[src/rtl/fpu_issue_ctrl.sv]
// Issue/writeback controller for a fixed-latency FP add/sub pipeline.
// Tracks destination tags in a busy scoreboard and checks pipeline alignment.
module fpu_issue_ctrl #(
   parameter int LAT  = 3,
   parameter int NREG = 32
) (
   input  logic            clk,
   input  logic            rstn,
   input  logic            req_valid,
   output logic            req_ready,
   input  logic            req_op,
   input  logic [4:0]      req_rs1,
   input  logic [4:0]      req_rs2,
   input  logic [4:0]      req_rd,
   input  logic [31:0]     req_a,
   input  logic [31:0]     req_b,
   output logic [31:0]     fpu_a,
   output logic [31:0]     fpu_b,
   output logic            fpu_en,
   input  logic [31:0]     fpu_c,
   input  logic            fpu_ready,
   output logic            wb_valid,
   output logic [4:0]      wb_rd,
   output logic [31:0]     wb_data,
   output logic [NREG-1:0] busy,
   output logic            err_sync
);

   localparam int CW = $clog2(LAT + 1);

   logic [LAT-1:0]  vld_q, vld_d;
   logic [4:0]      rd_q [LAT];
   logic [4:0]      rd_d [LAT];
   logic [NREG-1:0] busy_q, busy_d;
   logic            wb_valid_q, wb_valid_d;
   logic [4:0]      wb_rd_q, wb_rd_d;
   logic [31:0]     wb_data_q, wb_data_d;
   logic            err_sync_q, err_sync_d;
   logic [CW-1:0]   mask_cnt_q, mask_cnt_d;
   logic            chk_en;

   // The pipeline always subtracts, so FADD is issued as a - (-b).
   always_comb begin
      req_ready = rstn && !busy_q[req_rs1] && !busy_q[req_rs2] && !busy_q[req_rd];
      fpu_en    = req_valid && req_ready;
      fpu_a     = req_a;
      fpu_b     = req_op ? req_b : {~req_b[31], req_b[30:0]};
   end

   always_comb begin
      vld_d[0] = fpu_en;
      rd_d[0]  = req_rd;
      for (int i = 1; i < LAT; i++) begin
         vld_d[i] = vld_q[i-1];
         rd_d[i]  = rd_q[i-1];
      end

      wb_valid_d = vld_q[LAT-1];
      wb_rd_d    = rd_q[LAT-1];
      wb_data_d  = fpu_c;

      busy_d = busy_q;
      if (wb_valid_q)
         busy_d[wb_rd_q] = 1'b0;
      if (fpu_en)
         busy_d[req_rd] = 1'b1;

      // The pipeline itself is never reset, so its output is ignored until it has flushed.
      chk_en     = (mask_cnt_q == CW'(LAT));
      mask_cnt_d = chk_en ? mask_cnt_q : mask_cnt_q + CW'(1);
      err_sync_d = err_sync_q | (chk_en && (fpu_ready != vld_q[LAT-1]));
   end

   always_ff @(posedge clk) begin
      if (!rstn) begin
         vld_q      <= '0;
         for (int i = 0; i < LAT; i++)
            rd_q[i] <= '0;
         busy_q     <= '0;
         wb_valid_q <= 1'b0;
         wb_rd_q    <= '0;
         wb_data_q  <= '0;
         err_sync_q <= 1'b0;
         mask_cnt_q <= '0;
      end else begin
         vld_q      <= vld_d;
         for (int i = 0; i < LAT; i++)
            rd_q[i] <= rd_d[i];
         busy_q     <= busy_d;
         wb_valid_q <= wb_valid_d;
         wb_rd_q    <= wb_rd_d;
         wb_data_q  <= wb_data_d;
         err_sync_q <= err_sync_d;
         mask_cnt_q <= mask_cnt_d;
      end
   end

   assign wb_valid = wb_valid_q;
   assign wb_rd    = wb_rd_q;
   assign wb_data  = wb_data_q;
   assign busy     = busy_q;
   assign err_sync = err_sync_q;

endmodule

[config.mk]
export PLATFORM = sky130hd
export DESIGN_NAME = fpu_issue_ctrl
export DESIGN_NICKNAME = d
export VERILOG_FILES = /design/src/rtl/fpu_issue_ctrl.sv
export SDC_FILE = /design/constraint.sdc
export NUM_CORES = 1
export LEC_CHECK = 0
export BUFFER_PORTS_ARGS = -buffer_cell sky130_fd_sc_hd__buf_2
export CAP_MARGIN = 25
export CORE_MARGIN = 2
export CORE_UTILIZATION = 46
export CTS_BUF_LIST = sky130_fd_sc_hd__clkbuf_4
export DETAILED_ROUTE_END_ITERATION = 16
export PLACE_DENSITY_LB_ADDON = 0.08
export SLEW_MARGIN = 40
export SYNTH_ARGS = -nofsm -noshare
export SYNTH_HDL_FRONTEND = slang
export SYNTH_SLANG_ARGS = --single-unit
[constraint.sdc]
create_clock -name clk -period 4.3 [get_ports clk]
set_clock_uncertainty 0.1 [all_clocks]
set_input_delay 0.86 -clock clk [delete_from_list [all_inputs] [get_ports clk]]
set_output_delay 0.86 -clock clk [all_outputs]
set_load 0.03 [all_outputs]
# Word-level counts from Yosys, hierarchy flattened
# Memories as Yosys holds them, arrays and structs flattened. A register that Yosys moved wholly into a read port is not among the register bits.
# Cells that the tools add are included.
word_totals:
  output_inout_bits: 137
  ram_bits: 15
  ff_bits: 71
  elab_cells: 53
  input_bits: 116
  mem_count: 1
op_classes:
  addsub: 1
  n_reduce_logical: 11
  n_lt_le_gt_ge: 6
  bitwise: 8
  mux: 18
  eq_ne: 2
mem_list:
  columns: ["name", "depth", "width", "rd", "rd_ports_with_merged_regs", "wr", "line", "source"]
  rows:
  - ["rd_q", 3, 5, 3, 1, 3, "32", "logic [4:0] rd_q [LAT];"]
op_table:
  columns: ["operator", "n"]
  rows:
  - ["$mux 32", 3]
  - ["$and 32x32->32", 1]
  - ["$not 32->32", 1]
  - ["$or 32x32->32", 1]
  - ["$lt 5x6->1 const B", 4]
  - ["$bmux 1 s5", 3]
  - ["$mux 5", 3]
  - ["$demux 1 s5", 2]
  - ["$ge 5x1->1 const B", 2]
  - ["$logic_and 1x1->1", 7]
  - ["$mux 1", 7]
  - ["$logic_not 1->1", 4]
  - ["$or 1x1->1", 4]
  - ["$add 2x1->2 const B", 1]
  - ["$eq 2x2->1 const B", 1]
  - ["$ne 1x1->1", 1]
  - ["$not 1->1", 1]

# Longest topological paths before layout
logic_depth:
  ltp_word: 9
  mapped_depth: 9
  ltp_nobuf: 6

# Worst setup path before layout
# No wires, ideal clock.
synth_timing:
  kind: "input-to-output"
  startpoint: "input req_rs2[2]"
  endpoint: "output fpu_en"
  t_arrival_ps: 2834
  path_slack_ps: 506
  path_stages: 8
  path_buffers: 2
  path_cell_list: "clkbuf_1 mux4_1 and4b_1 a41oi_1 nand4_1 nor3_4 buf_6 and3_1"
synth_via:
  elab_chain_cells: 6
synth_lines:
  columns: ["item", "line", "source"]
  rows:
  - ["from (decl)", "13", "input logic [4:0] req_rs2,"]
  - ["$bmux 1 s5", "44", "req_ready = rstn && !busy_q[req_rs1] && !busy_q[req_rs2] && !busy_q[req_rd];"]
  - ["$mux 1 (implied by the code)", "44", null]
  - ["$logic_not 1->1", "44", null]
  - ["$logic_and 1x1->1 (2 in a row)", "44", null]
  - ["$logic_and 1x1->1", "45", "fpu_en = req_valid && req_ready;"]
  - ["to (decl)", "19", "output logic fpu_en,"]
# No other way between the ends. The select of a mux whose other input is x is not followed.

# Worst setup path in the final report
layout_timing:
  startpoint: "input req_rs2[0]"
  endpoint: "output fpu_en"
# Same word-level chain as after synthesis.

==> impl_metrics.csv <==
group,metric,value,unit
status,status,"completed",
synth,ys_async_sr_fraction,0,%
pwr,leakage,0.002513,µW
clock_tree,clk_pin_slew,0.15,ns
pwr,p_sw,476.9,µW
synth,ys_ff_latch,91,
route,vias_per_cell,5.708,
clock_tree,cts_tree,"yes",
sta,fmax,0.2610,GHz
pwr,power_density,342.4,nW/µm²
setup_path,cp_data_required_time,3.34,ns
synth,synth_common_cells,"91 x dfxtp_1, 63 x buf_4, 57 x and2_1",
synth,yosysMostFrequentCell,"dfxtp_1",
final_layout,drive_gt1_share,32.28,%
setup_path,critPathMaxStageDelay,0.54,ns
clock_tree,post_cts_buffers,0,
route,post-route-drc-count,0,
synth,synth_cells,448,
clock_tree,cts.path.max_buffers,2,
setup_path,crit_chain,"buf_2, mux4_2, o2111a_1, a211o_1, nor3_4, and3_1, buf_2",
sta,tns,0,ns
pwr,ir_worst_vdd,0.0003325,V
synth,synth_area,4528,µm²
setup_path,crit_top_cell,"buf_2",
synth,synth_edf_count,0,
synth,seq_area_frac_synth,40.23,%
synth,synth-main-ff-cell,"dfxtp_1",
clock_tree,insertion_delay,0.45,ns
setup_path,cp_slowest_cell,"mux4_2",
sta,setup_viol,0,
die,row_count,36,
grt,grt_overflow,0,
grt,grt_pass1_vias,3398,
die,dieArea,10650,µm²
setup_path,worstSetupPathType,"primary input to output pin",
placed_design,gp_congestion,0.8535,
sta,hold_viol_final,0,
die,ios,253,
setup_path,cp.arrival,2.87,ns
pwr,sw_frac_of_total,28.22,%
route,wirelength,11860,µm
pwr,p_comb_share,14.3,%
clock_tree,cts-htree-levels,3,
setup_path,crit_fanout,11,
synth,yosysWarningCount,0,
placed_design,dp_hpwl,8667,µm
die,die_w,103.2,µm
clock_tree,postCtsResizedCells,0,
route,first_iter_violations,264,
clock_tree,numClockSinks,91,
die,core,9684,µm²
setup_path,start_kind,"primary input",
clock_tree,cts_buffers,9,
synth,synth_top_area_cell,"dfxtp_1",
final_layout,diodes,0,
clock_tree,ctsRootBufferMaster,"clkbuf_4",
placed_design,io_buffers,126,
synth,synth_nets,565,
die,start_util,46.76,%
sta,max_slew_margin,40.12,%
route,drtAntennaViolNets,0,
sta,fin_crit,3.831,ns
synth,synthTopCellsByArea,"dfxtp_1 40%, buf_4 10%, and2_1 7.9%",
sta,finalMaxSlewViolations,0,
route,vias,3642,
setup_path,crit_path_end_kind,"output pin",
sta,rsz0062_at_grt,"no",
sta,finalCritPeriodShare,89.09,%
pwr,p_total,1690,µW
hold_path,hold_class,"flop to flop",
die,die_h,103.2,µm
run,maxCapViolations,0,
pwr,p_seq_share,53.0,%
clock_tree,holdBufCountCts,0,
sta,tightest_slew,0.8963,ns
grt,grt_max_degree,42,
pwr,cellInternalPower,1213,µW
synth,synth_top_area_share,40.23,%
grt,antenna_found_initial,0,
grt,grt_first_pass_wirelength,17930,µm
final_layout,area_growth,8.980,%
synth,syn_avg_cell_area,10.11,µm²
grt,track_usage,22.21,%
pwr,pwr-share-clk,32.8,%
final_layout,fin_util,50.96,%
final_layout,final_net_count,617,
route,wl_per_cell,18.59,µm
route,drt_first_pass_iters,5,
synth,synth_cell_type_count,49,
-- final timing paths --
path | to | startpoint | depth (start not counted) | slack [ns]
max reg2reg | busy[5] | busy[9] | 6 | 1.78
min reg2reg | rd_q[1][3] | rd_q[0][3] | 1 | 0.35
max | fpu_en | req_rs2[0] | 7 | 0.47
min | rd_q[1][3] | rd_q[0][3] | 1 | 0.35
-- cell usage in the layout, fill, tap and decap left out, types with 3 or more instances in the layout --
cell type,count
a21oi_1,18
a22oi_1,4
a31o_1,8
a41o_1,24
and2_1,57
and3_1,6
buf_2,126
buf_4,6
clkbuf_4,9
dfxtp_1,91
inv_1,3
mux2i_1,26
mux4_1,4
mux4_2,8
nand2_1,28
nand3_1,8
nand3b_1,4
nor2_1,9
nor2b_1,8
nor3b_1,5
o211a_1,8
o311a_1,6
-- cells by family (layout without fill, tap and decap cells) --
kind of cell / Yosys count / in the layout / share of synthesized area, %
xor gates and xnor gates: 3 / 3 / 0.5804
and+or+nand+nor: 137 / 137 / 17.27
adders and majority gates: 1 / 1 / 0.2763
AOI/OAI and AO/OA: 84 / 84 / 15.81
buffers and inverters: 94 / 151 / 13.79
DFF: 91 / 91 / 40.23
muxes: 38 / 38 / 12.05
-- worst max-delay path, delay by kind of cell --
kind | cells | cell delay [ns]
compound gates | 2 | 0.51
simple gates | 2 | 0.51
buf+inv | 2 | 0.43
mux | 1 | 0.54
-- per-stage QoR --
| step | hold WS, ns | instance area, µm² | std cells | worst slack (ns) |
|---|---|---|---|---|
| 2_1_floorplan | 0.3119 | 4528 | 448 | 0.5063 |
| 3_3_place_gp | 0.3144 | 4757 | 622 | 0.4848 |
| 3_5_place_dp | 0.3192 | 4762 | 622 | 0.4519 |
| 4_1_cts | 0.3558 | 4935 | 638 | 0.4512 |
| 5_1_grt | 0.3702 | 4935 | 638 | 0.3222 |
| 6_report | 0.3498 | 4935 | 638 | 0.4691 |
-- state kept, by name (all words and copies together), names as in the netlist --
name        flops
mask_cnt_q      2
rd_q           15
busy           32
wb_data        32
err_sync        1
wb_rd           5
wb_valid        1
vld_q           3
-- cell type report --
class                           count  area [µm²]
Multi-Input combinational cell    263        2087
Clock inverter                      7       105.1
Clock buffer                        9       67.56
Tap cell                          133       166.4
Sequential cell                    91        1822
Fill cell                         966        4750
Inverter                            3       11.26
Timing Repair Buffer              132       675.6
-- routing by layer --
metal	part of all wire (%)	routed length, µm	vias up	GRT usage (%)
met4	2.4	285	0	10.12
met5	0	0	-	0
met2	47	5631	208	35.96
li1	-	-	1664	-
met1	41	4817	1726	28.11
met3	9.5	1127	44	5.444
-- power by group through the flow --
| stage | clock network [µW] | logic (µW) | registers, µW |
|---|---|---|---|
| floorplan | 0 | 235 | 952 |
| global placement | 0 | 239 | 913 |
| detailed placement | 0 | 241 | 913 |
| CTS | 571 | 242 | 895 |
| global route | 607 | 261 | 900 |
| finish | 554 | 241 | 895 |
No activity file was read; power rests on OpenSTA's default activity.
